--- config.mk ---
export PLATFORM = sky130hd
export DESIGN_NAME = reg_hazard_scoreboard
export DESIGN_NICKNAME = d
export VERILOG_FILES = /design/src/rtl/reg_hazard_scoreboard_pkg.sv /design/src/rtl/reg_hazard_scoreboard_busy_counter.sv /design/src/rtl/reg_hazard_scoreboard.sv
export SDC_FILE = /design/constraint.sdc
export NUM_CORES = 1
export LEC_CHECK = 0
export CORE_MARGIN = 2
export CORE_UTILIZATION = 30
export DETAILED_ROUTE_END_ITERATION = 10
export GPL_TIMING_DRIVEN = 0
export SETUP_SLACK_MARGIN = 0.2
export SLEW_MARGIN = 20
export SYNTH_ARGS = -nofsm -noshare
export SYNTH_HDL_FRONTEND = slang
export SYNTH_HIERARCHICAL = 1
export SYNTH_SLANG_ARGS = --single-unit
--- constraint.sdc ---
create_clock -name clk -period 6.4 [get_ports clk]
set_input_delay 1.28 -clock clk [delete_from_list [all_inputs] [get_ports clk]]
set_output_delay 1.28 -clock clk [all_outputs]
set_load 0.01 [all_outputs]
--- src/rtl/reg_hazard_scoreboard_pkg.sv ---
// ---------------------------------------------------------------------------
// reg_hazard_scoreboard_pkg
//   Shared CPU constants used by the register-hazard scoreboard and its
//   counter sub-module.
//   Opcode constants describe the instruction set that the control path
//   decodes. The scoreboard itself depends only on the decoded control flags.
//   NREGS / RNUM_W  : architectural register file size and index width.
//   WB_DEPTH        : cycles from issue until a written value is readable.
//   LOAD_EXTRA      : extra busy cycles for memory-sourced writes.
//   CNT_W           : countdown width; it must hold WB_DEPTH + LOAD_EXTRA.
// ---------------------------------------------------------------------------
package reg_hazard_scoreboard_pkg;

  localparam int NREGS      = 32;
  localparam int RNUM_W     = 5;   // log2(NREGS)
  localparam int WB_DEPTH   = 3;
  localparam int LOAD_EXTRA = 1;
  localparam int CNT_W      = 3;   // holds WB_DEPTH + LOAD_EXTRA = 4

  localparam logic [5:0] OP_R    = 6'b000000;
  localparam logic [5:0] OP_ADDI = 6'b001000;
  localparam logic [5:0] OP_LW   = 6'b100011;
  localparam logic [5:0] OP_SW   = 6'b101011;
  localparam logic [5:0] OP_BEQ  = 6'b000100;
  localparam logic [5:0] OP_J    = 6'b000010;

  // Countdown reload value for a freshly issued write.
  function automatic logic [CNT_W-1:0] busy_cycles(input logic from_mem);
    busy_cycles = from_mem ? CNT_W'(WB_DEPTH + LOAD_EXTRA) : CNT_W'(WB_DEPTH);
  endfunction

endpackage

--- src/rtl/reg_hazard_scoreboard_busy_counter.sv ---
// ---------------------------------------------------------------------------
// reg_busy_counter
//   One countdown that tracks a single register's pending write.
//   Ports:
//     clk, rst      : clock, asynchronous active-high reset
//     i_load        : reload the countdown this edge (takes priority)
//     i_load_val    : value to reload
//     o_busy        : current count is non-zero
//     o_next_busy   : count after the coming edge is non-zero
// ---------------------------------------------------------------------------
import reg_hazard_scoreboard_pkg::*;

module reg_busy_counter (
  input  logic             clk,
  input  logic             rst,
  input  logic             i_load,
  input  logic [CNT_W-1:0] i_load_val,
  output logic             o_busy,
  output logic             o_next_busy
);

  logic [CNT_W-1:0] r_cnt;
  logic [CNT_W-1:0] w_cnt_next;

  // A reload replaces the remaining count, so a WAW reissue restarts the
  // full window instead of accumulating. An idle counter holds at zero.
  always_comb begin
    w_cnt_next = r_cnt;
    if (i_load) begin
      w_cnt_next = i_load_val;
    end else if (r_cnt != '0) begin
      w_cnt_next = r_cnt - 1'b1;
    end
  end

  always_ff @(posedge clk or posedge rst) begin
    if (rst) begin
      r_cnt <= '0;
    end else begin
      r_cnt <= w_cnt_next;
    end
  end

  assign o_busy      = (r_cnt != '0);
  assign o_next_busy = (w_cnt_next != '0);

endmodule

--- src/rtl/reg_hazard_scoreboard.sv ---
// ---------------------------------------------------------------------------
// reg_hazard_scoreboard
//   Tracks in-flight register writes issued from decode and flags source
//   operand conflicts for the instruction currently in decode.
//   Ports:
//     clk, rst            : clock, asynchronous active-high reset
//     rs, rt, rd          : decode register fields
//     is_R_type/is_I_type : instruction format from the control path
//     is_write_reg        : instruction writes a register
//     is_write_from_mem   : write data comes from memory (load)
//     is_nop              : decode slot is a bubble this cycle
//     is_full_rnum1/2     : rs / rt has a pending write (combinational)
//     busy_mask           : registered per-register busy bits
//     pending_cnt         : registered number of busy registers
// ---------------------------------------------------------------------------
import reg_hazard_scoreboard_pkg::*;

module reg_hazard_scoreboard (
  input  logic              clk,
  input  logic              rst,
  input  logic [RNUM_W-1:0] rs,
  input  logic [RNUM_W-1:0] rt,
  input  logic [RNUM_W-1:0] rd,
  input  logic              is_R_type,
  input  logic              is_I_type,
  input  logic              is_write_reg,
  input  logic              is_write_from_mem,
  input  logic              is_nop,
  output logic              is_full_rnum1,
  output logic              is_full_rnum2,
  output logic [NREGS-1:0]  busy_mask,
  output logic [RNUM_W:0]   pending_cnt
);

  logic [RNUM_W-1:0] w_dest;
  logic              w_issue;
  logic [CNT_W-1:0]  w_load_val;
  logic [NREGS-1:0]  w_busy;
  logic [NREGS-1:0]  w_next_busy;
  logic [RNUM_W:0]   w_pending_next;
  logic [NREGS-1:0]  r_busy_mask;
  logic [RNUM_W:0]   r_pending_cnt;

  assign w_dest = is_R_type ? rd : rt;

  // Register 0 is hardwired zero, so a write to it never creates a hazard.
  assign w_issue = !rst && !is_nop && is_write_reg &&
                   (is_R_type || is_I_type) && (w_dest != '0);

  assign w_load_val = busy_cycles(is_write_from_mem);

  genvar gi;
  generate
    for (gi = 0; gi < NREGS; gi++) begin : g_cnt
      reg_busy_counter u_cnt (
        .clk         (clk),
        .rst         (rst),
        .i_load      (w_issue && (w_dest == RNUM_W'(gi))),
        .i_load_val  (w_load_val),
        .o_busy      (w_busy[gi]),
        .o_next_busy (w_next_busy[gi])
      );
    end
  endgenerate

  // The popcount is taken over next-state bits so that the registered count
  // lines up with the counters on the same edge.
  always_comb begin
    w_pending_next = '0;
    for (int i = 0; i < NREGS; i++) begin
      w_pending_next = w_pending_next + {{RNUM_W{1'b0}}, w_next_busy[i]};
    end
  end

  always_ff @(posedge clk or posedge rst) begin
    if (rst) begin
      r_busy_mask   <= '0;
      r_pending_cnt <= '0;
    end else begin
      r_busy_mask   <= w_next_busy;
      r_pending_cnt <= w_pending_next;
    end
  end

  assign busy_mask   = r_busy_mask;
  assign pending_cnt = r_pending_cnt;

  // The flags look only at registered counters, never at the same-cycle
  // issue. This keeps the stall path free of a combinational loop through
  // the control path.
  assign is_full_rnum1 = (rs != '0) && w_busy[rs];
  assign is_full_rnum2 = (rt != '0) && w_busy[rt];

endmodule

### Word-level counts from Yosys, hierarchy flattened

Cells that the tools add are included.

| storage, ports and cells | value |
|---|---|
| register bits after elaboration | 134 |
| logic and storage cells | 309 |

| operators by class | value |
|---|---|
| reductions and logical operators | 109 |
| equal/unequal tests | 31 |
| $lt $le $gt $ge | 2 |
| mux-type cells | 70 |
| $add $sub $neg | 63 |

Operators with widths:

| cell | count |
|---|---|
| two-way mux 3 bit | 65 |
| nonzero test 3 bit | 64 |
| adder 6 x 1 -> 6 bit | 26 |
| subtractor 3 x 1 -> 3 bit, second input constant | 32 |
| == test 5 bit, second input constant | 16 |
| == test 5 x 4 -> 1 bit, second input constant | 8 |
| logical AND 1 bit | 38 |
| == test 5 x 3 -> 1 bit, second input constant | 4 |
| nonzero test 5 bit | 3 |
| less-than comparator 5 x 6 -> 1 bit, second input constant | 2 |
| binary-select mux 1 bit (select 5 bit) | 2 |
| == test 5 x 2 -> 1 bit, second input constant | 2 |
| adder 5 x 1 -> 6 bit | 1 |
| adder 4 x 1 -> 5 bit | 1 |
| == test 5 x 1 -> 1 bit, second input constant | 1 |
| logical NOT 5 bit | 1 |
| two-way mux 5 bit | 1 |
| adder 3 x 1 -> 4 bit | 1 |
| adder 2 x 1 -> 3 bit | 1 |
| adder 1 x 1 -> 2 bit | 1 |
| logical NOT 1 bit | 2 |
| two-way mux 1 bit | 2 |
| logical OR 1 bit | 1 |

### Depth between registers and ports, before layout

Gate-level depths: netlist (run 1).

| logic depth | value |
|---|---|
| word-level depth | 39 |
| gate-level depth with buffers | 24 |

### Modules after synthesis

Netlist (run 1), hierarchy kept.

By module, submodules not included:

| module | sequential area each (um^2) | cells an instance | area an instance (um^2) | times used |
|---|---|---|---|---|
| reg_busy_counter | 75.1 | 24 | 221.5 | 32 |
| reg_hazard_scoreboard | 950.9 | 249 | 2700.1 | 1 |

### Worst setup path before layout (run 1)

Ideal clock, no wire load.

| path | value |
|---|---|
| kind | input to register |
| from | input is_R_type |
| to | register r_pending_cnt[5], in the netlist pending_cnt[5] |
| data required time | 6281 ps |
| buffers on the path | 1 |
| slack | -824 ps |
| data arrival time | 7105 ps |
| stages on the path | 23 |
| setup time | 119 ps |
| cell sequence | buf_2 > mux2i_1 > nand4b_1 > o21bai_1 > nor3_1 > or2b_1 > o31ai_1 > o2111ai_1 > inv_1 > fa_1 > fa_1 > inv_1 > fa_1 > fa_1 > fa_1 > inv_1 > fa_1 > inv_1 > ha_1 > a21o_1 > a21oi_1 > nor2b_1 > o21a_1 |

| between the ends | value |
|---|---|
| elaborated cells on any way between the ends | 164 |

RTL lines:

| what | line | source |
|---|---|---|
| from (decl) | reg_hazard_scoreboard.sv:24 | `input logic is_R_type,` |
| two-way mux 5 bit or logical OR 1 bit (tied branches) | reg_hazard_scoreboard.sv:44, reg_hazard_scoreboard.sv:48 |  |
| nonzero test 5 bit or logical AND 1 bit (tied branches) | reg_hazard_scoreboard.sv:48, reg_hazard_scoreboard.sv:47 |  |
| logical AND 1 bit | reg_hazard_scoreboard.sv:48 | `(is_R_type \|\| is_I_type) && (w_dest != '0);` |
| logical AND 1 bit (*) | reg_hazard_scoreboard.sv:58 | `.i_load (w_issue && (w_dest == RNUM_W'(gi))),` |
| two-way mux 3 bit (*) | reg_hazard_scoreboard_busy_counter.sv:29 | `if (i_load) begin` |
| nonzero test 3 bit (*) | reg_hazard_scoreboard_busy_counter.sv:45 | `assign o_next_busy = (w_cnt_next != '0);` |
| named net w_next_busy[7] | reg_hazard_scoreboard.sv:39 | `logic [NREGS-1:0] w_next_busy;` |
| adder 6 x 1 -> 6 bit (*) (25 in series) | reg_hazard_scoreboard.sv:71 | `w_pending_next = w_pending_next + {{RNUM_W{1'b0}}, w_next_busy[i]};` |
| named net w_pending_next[5] | reg_hazard_scoreboard.sv:40 | `logic [RNUM_W:0] w_pending_next;` |
| to (signal assigned) | reg_hazard_scoreboard.sv:81 | `r_pending_cnt <= w_pending_next;` |
| to (decl) | reg_hazard_scoreboard.sv:42 | `logic [RNUM_W:0] r_pending_cnt;` |

Mark *: on every way through the listed nets, which the timed path passes. The rest lies on a longest branch.

### Worst setup path in the final report (run 1)

| path | value |
|---|---|
| from | input is_R_type |
| to | register r_pending_cnt[4], in the netlist pending_cnt[4] |

| between the ends | value |
|---|---|
| elaborated cells on any way between the ends | 164 |

RTL lines:

| what | line |
|---|---|
| two-way mux 5 bit or logical OR 1 bit (tied branches) | reg_hazard_scoreboard.sv:44, reg_hazard_scoreboard.sv:48 |
| nonzero test 5 bit or logical AND 1 bit (tied branches) | reg_hazard_scoreboard.sv:48, reg_hazard_scoreboard.sv:47 |
| logical AND 1 bit | reg_hazard_scoreboard.sv:48 |
| logical AND 1 bit (*) | reg_hazard_scoreboard.sv:58 |
| two-way mux 3 bit (*) | reg_hazard_scoreboard_busy_counter.sv:29 |
| nonzero test 3 bit (*) | reg_hazard_scoreboard_busy_counter.sv:45 |
| named net w_next_busy[27] | reg_hazard_scoreboard.sv:39 |
| adder 6 x 1 -> 6 bit (*) (5 in series) | reg_hazard_scoreboard.sv:71 |
| named net w_pending_next[4] | reg_hazard_scoreboard.sv:40 |

Marks and branches as above.

==> results.md, run 1 <==
Run status:
- The run finished, with violations left.
- The final reports fail on setup timing.

Cells and area:
- At the end of the flow, the number of nets in the layout was 1283.
- The total of fill cells in the finished design is 3152.
- The number of inserted diodes is 0.
- The final design instance area without fill is 12680 µm².
- The area growth from synthesis to layout is 29.62%.
- The storage element area is 3353 µm².
- The multi-input combinational cell area is 6002 µm².
- The final instance count without filler cells is 1621.
- In the final layout, the share of cells above drive strength 1 is 20.36%.

Floorplanning:
- The area of the die is 34070 µm².
- For this configuration, the core starts out at a cell density of 30.30%.
- From left edge to right edge, the die measures 184.6 µm.
- The die height is 184.6 µm.
- The I/O pin total is 62.
- The core footprint is 32290 µm².
- After floorplanning, the core was divided into 66 placement rows.

Detailed routing:
- The routed design has 25.87 mm of wire.
- The final antenna-violating net count is 0.
- The routed layout has 7548 vias.
- The DRC violation total after the first TritonRoute iteration is 405.
- The mean routed wirelength per cell is 15.96 µm.
- The number of iterations in the first detailed-routing pass is 5.
- In the routed design, unresolved DRC markers number 0.
- The average via count per standard cell is 4.656.

STA:
- The count of final max-slew check failures came to 0.
- The minimum clock period is 6.840 ns.
- For this run, the top clock speed supported by timing is 146.2 MHz.
- Clock skew on the completed layout was measured at 0.009295 ns.
- Setup repair after global routing could not meet its margin everywhere.
- The transition time at the pin with the least slew margin is 0.9000 ns.
- Setup slack on the critical path of the routed design comes to -0.4403 ns.
- The worst slew slack as a fraction of its limit is 39.54%.
- The final count of negative-setup-slack endpoints is 5.
- The count of final hold-check violations is 0.
- Hold timing on the final database bottoms out at a slack of 0.6329 ns.
- The part of the cycle the worst path needs is 106.9%.

Critical path:
- The reg-to-reg setup timing slack is 0.64 ns.
- Counting cells, the worst reg-to-reg path comes to 20.
- The kind of critical path is input port to flip-flop.
- At the worst endpoint, the arrival time is 7.19 ns.
- The element type at the critical path end is a flip-flop.
- The critical-path maximum fanout is 8.
- STA classifies the critical path startpoint as an input port.
- The data required time of the critical path is 6.75 ns.
- The first element of the critical path is is_R_type.
- The end of the worst register-to-register path is pending_cnt[4].
- The launch instance of the worst register-to-register path is g_cnt[21].u_cnt/r_cnt[0].

Global route:
- The initial antenna violation count is 1.
- The via count of the first global-routing pass is 7769.
- The global-route usage over all layers is 15.71%.
- Global routing finished with a remaining overflow of 0.
- The maximum number of pins on one net before global-route repair is 65.
- The wire length of the first global-routing pass is 40.91 mm.

Place:
- The quantity of I/O buffers inserted on ports is 58.
- OpenSTA, run right after detailed placement, puts the worst setup slack at -1.979 ns.
- Detailed placement ended at an HPWL of 18.84 mm.
- The congestion estimate from routability-driven global placement came to 0.8605.
- In this run the cell area measured after placement is 11130 µm².
- In this run, placement finished with an instance count of 1526.

Hold path:
- For hold timing, the worst endpoint is g_cnt[5].u_cnt/r_cnt[1].
- The number of cells on the worst hold path is 3.
- In this run the worst hold path is classified as flip-flop to flip-flop.
- In this run the most critical hold path is launched from g_cnt[5].u_cnt/r_cnt[1].

CTS:
- At the later pin of the worst-skew pair, clock insertion delay measures 0.45 ns.
- In this run the deepest clock path goes through 2 buffers.
- The number of levels in the clock H-tree is 4.
- TritonCTS built the clock tree.
- After clock tree synthesis, the clock-pin slew on the worst setup and hold paths is 0.06 ns.
- The clock tree root driver cell is clkbuf_16.
- Buffers inserted during clock tree synthesis total 17.
- The number of clock sinks is 134.

Logic synthesis:
- The number of warnings issued by yosys is 6.
- The cell area after synthesis is 9783 µm².
- The per-instance average area after synthesis is 9.629 µm².
- Counting every instance in the synthesized netlist gives 1016.

Job:
- The tool flagged a number of max-cap violations equal to 0.
## per-stage QoR
| stage | setup TNS [ns] | utilization [%] |
|---|---|---|
| floorplan | -1.702 | - |
| global placement | -19.35 | 34.26 |
| detailed placement | -10.46 | 34.46 |
| CTS | -2.012 | 38.56 |
| global route | -2.265 | 39.27 |
| finish | -1.493 | 39.27 |
## layout by cell type (no fill, tap or decap), drive strengths merged, types with 8 or more instances in the layout
cell type and instances:
nand2b 38, buf 79, mux2i 11, and2b 32
mux4 12, nor2b 37, nor3 17, clkdlybuf4s50 44
xnor2 35, ha 71, nor2 24, nand2 37
inv 251, or2b 64, nor3b 35, dfrtp 134
conb 8, or4b 32, clkbuf 21, o211ai 32
fa 24, o21ai 33, o31ai 32, o2111ai 32
## flip-flops by register name (all words and copies together) (netlist names)
| register | count |
|---|---|
| pending_cnt | 6 |
| g_cnt.u_cnt/r_cnt | 96 |
| busy_mask | 32 |
## final cells by class
| class | count | share of cell area, % |
|---|---|---|
| clock inverters | 13 | 1.539 |
| multi-input cells | 634 | 47.33 |
| well taps | 442 | 4.361 |
| plain buffers | 8 | 0.5920 |
| clock buffers | 19 | 3.493 |
| repair buffers | 124 | 8.910 |
| flip-flops and latches | 134 | 26.44 |
| inverters | 247 | 7.331 |
## worst max path at each step
stage                                end  cells past startpoint
after detailed placement  pending_cnt[5]                     21
after CTS                 pending_cnt[4]                     24
after floorplan           pending_cnt[4]                     23
final                     pending_cnt[4]                     24
after global routing      pending_cnt[4]                     24
after global placement    pending_cnt[4]                     20
## layer usage
layer | GRT usage [%] | wire [µm] | up-vias | part of all wire (%)
met5 | 0 | 11 | - | 0.043
met4 | 4.960 | 519 | 2 | 2.0
met3 | 3.517 | 1198 | 30 | 4.6
met2 | 26.65 | 12630 | 165 | 49
met1 | 19.82 | 11520 | 3711 | 45
li1 | - | - | 3640 | -
## worst max-delay path, cell delays in order
cell       delay, ns
buf_12          0.11
mux2i_4         0.18
nor4bb_4        0.35
buf_4           0.21
nand2b_4        0.11
nor2_4          0.18
or2b_1          0.24
o31ai_1         0.13
o2111ai_2       0.26
inv_1           0.12
fa_1            0.45
fa_2            0.58
fa_2            0.46
fa_2            0.58
fa_2            0.45
fa_2            0.54
inv_2           0.04
ha_4            0.15
inv_2           0.05
fa_2            0.20
inv_2           0.03
a21o_1          0.18
a21oi_2         0.12
xnor2_1         0.15
## timing repair
| item | in CTS | in global routing |
|---|---|---|
| endpoints found under the hold margin | 0 | 0 |
| hold buffers | 0 | 0 |
| pin swaps | 42 | 40 |
| resized for setup | 103 | 42 |
| endpoints found under the setup margin | 6 | 6 |
| gates cloned | 0 | 0 |
| setup buffers | 46 | 17 |
Power of run 1 is left out: the tool's default activity adds up to more than one toggle a clock period on the data nets, which glitch-free logic cannot reach.
==> run 2: changes to the inputs <==
- clock period: 6.4 -> 8.29 ns (I/O delays scaled with it)
==> run 2 against run 1 <==
Against the previous run: the run now ends clean; critical endpoint unchanged; global-route usage decreased by 0.65 points; critical path depth decreased by 1; first-iteration DRC count up 4.4%; die area unchanged; highest routed layer is now met4; register-to-register slack gained 1.8 ns; wire length is 4.9% lower; flip-flop and latch count unchanged; setup slack better by 0.89 ns; sequential share of layout area up 1.2 points; worst hold slack got worse by 0.0041 ns; via count decreased by 2.4%.
==> results.md, run 2 (synthesized netlist as in run 1, its figures left out) <==
Cells and area:
- Counting flops per register, the top entry is g_cnt.u_cnt/r_cnt.
- After the last flow step, the layout net total stands at 1241.
- In the layout the commonest cells are 245 x inv_1, 134 x dfrtp_1, 71 x ha_1.
- The area growth from synthesis to layout is 23.79%.
- The most frequent standard cell in the layout excluding fill and tap cells is inv_1.
- The filler cells instantiated in the layout total 3180.
- 0 antenna diodes ended up in the layout.
- The post-route netlist has 12.84% of its cells at a drive strength greater than 1.
- The sequential cells in the finished layout cover a total of 3353 µm².
- In the final layout, the multi-input gates occupy 5782 µm².
- The register with the most flip-flops in the layout has 96 of them.
- The final instance count without filler cells is 1579.

CTS:
- For the worst-skew pair, the clock arrives at the later sink with an insertion delay of 0.43 ns.
- CTS placed an instance of clkbuf_16 at the clock tree root.
- In this run, CTS created clock tree buffers numbering 17.
- Counting along the longest clock path gives a buffer depth of 2.
- TritonCTS built the clock tree.
- The number of clock sinks is 134.
- In this run the number of H-tree levels came out at 4.
- After clock tree synthesis, the flow added hold-fix buffers numbering 0.
- After clock tree synthesis, the clock-pin slew on the worst setup and hold paths is 0.06 ns.

Place:
- Summed over all nets, the half-perimeter wirelength after detailed placement is 18.89 mm.
- Timing analysis after detailed placement gives a worst setup slack of -1.022 ns.
- Counting tap cells, the placed design contains a total of 1526 instances.
- The quantity of I/O buffers inserted on ports is 58.
- At the end of routability-driven placement, the weighted congestion stood at 0.8449.

Detailed routing:
- After the first detailed-routing iteration, the DRC count stood at 423.
- Detailed routing inserted a total of 7366 vias.
- The detail route stage leaves a number of antenna-violating nets equal to 0.
- The number of iterations in the first detailed-routing pass is 4.
- The mean routed wirelength per cell is 15.59 µm.
- The number of remaining DRC errors is 0.
- The average via count per standard cell is 4.665.
- The routed wire length is 24.62 mm.

STA:
- Setup violations remaining at the end of the flow were counted as 0.
- The clock tree skew after final layout is 0.01247 ns.
- At the pin with the least slew margin, the transition time is 0.9164 ns.
- The worst path meets setup with 0.4485 ns of slack.
- The worst path uses 94.59% of the clock period.
- The timing-limited maximum frequency is 127.5 MHz.
- The worst-case hold slack is 0.6288 ns.
- The worst slew slack as a fraction of its limit is 38.44%.
- The count of final hold-check violations was 0.
- The count of final max-slew check failures is 0.
- Setup repair after global routing left no endpoint under its margin.
- The worst path in the final design needs a cycle of 7.841 ns, including I/O delays and setup.

Critical path:
- At the worst endpoint, the required time is 8.61 ns.
- By startpoint and endpoint, the worst setup path is classified as input port to flip-flop.
- Across all register-to-register paths, the minimum setup slack is 2.44 ns.
- The endpoint arrival time on the critical path is 8.16 ns.
- The critical-path maximum fanout is 10.
- STA classifies the critical path startpoint as an input port.
- The worst setup path is captured at a flip-flop.

Hold path:
- The path class of the lowest-slack min-delay path is flip-flop to flip-flop.

Global route:
- Entering global routing, the biggest net connects 65 pins.
- The global-route usage over all layers is 15.06%.
- The wire length of the first global-routing pass is 39.24 mm.
- The via count of the first global-routing pass is 7488.
- For this run the aggregate overflow at the end of global routing stands at 0.
- The initial antenna violation count is 0.

Floorplanning:
- The die is 184.6 µm tall.
- The floorplan step set the die width to 184.6 µm.
- In this run the count of I/O pins placed on the die edge is 62.
- The effective utilization at floorplan is 30.30%.
- The die covers 34070 µm².
- The number of placement rows is 66.
- The total area inside the core boundary comes to 32290 µm².

Job:
- Max-cap violations in this run came to 0.

Run status:
- The flow ran to the end, and the final reports show no timing, DRC or antenna violations.
run 2: timing repair:
| action | CTS | global route |
|---|---|---|
| buffers inserted | 8 | 13 |
| setup endpoints to repair | 5 | 3 |
| pin swaps | 4 | 10 |
| resized for setup | 38 | 25 |
run 2: path summary, 6_finish.rpt:
| kind | depth (start not counted) | endpoint | from |
|---|---|---|---|
| worst max-delay path | 23 | pending_cnt[4] | is_R_type |
| worst min-delay path | 3 | g_cnt[0].u_cnt/r_cnt[1] | g_cnt[0].u_cnt/r_cnt[1] |
| worst min register to register | 3 | g_cnt[0].u_cnt/r_cnt[1] | g_cnt[0].u_cnt/r_cnt[1] |
| min in group asynchronous | 2 | g_cnt[21].u_cnt/r_cnt[0] | rst |
| max in group asynchronous | 3 | busy_mask[18] | rst |
| worst max register to register | 20 | pending_cnt[4] | g_cnt[19].u_cnt/r_cnt[1] |
run 2: through the flow:
step	TNS (ns)	util, %	instance area (µm²)
CTS	0	36.69	11850
detailed placement	-4.392	34.08	11000
floorplan	0	-	9809
finish	0	37.51	12110
global placement	-11.65	33.89	10940
global route	0	37.51	12110
run 2: worst max-delay path, cell delays in order:
cell and delay, ns:
buf_2 0.25, buf_2 0.35, mux2i_4 0.43, nand2b_1 0.36
nor2_2 0.13, or4b_1 0.52, o211ai_2 0.10, o2111ai_1 0.16
inv_1 0.11, fa_1 0.45, fa_1 0.58, fa_1 0.45
fa_1 0.49, fa_1 0.55, fa_1 0.41, inv_1 0.06
ha_1 0.16, inv_1 0.06, fa_1 0.40, inv_1 0.07
a21o_1 0.11, a21oi_1 0.07, xnor2_1 0.22
run 2: layout make-up:
cell class | instances | share of cell area [%]
plain buffers | 8 | 0.4443
multi-input cells | 634 | 47.74
well taps | 442 | 4.567
repair buffers | 82 | 6.922
clock buffers | 20 | 3.771
inverters | 247 | 7.676
clock inverters | 12 | 1.188
flip-flops and latches | 134 | 27.69
run 2: layer usage:
layer / global-route usage (%) / up-vias / share of wire (%)
met2: 24.51 / 120 / 47
met5: 0 / - / 0
met1: 19.80 / 3640 / 47
li1: - / 3574 / -
met4: 5.024 / 0 / 2.1
met3: 3.280 / 32 / 3.9
Power of run 2 is left out for the same reason.
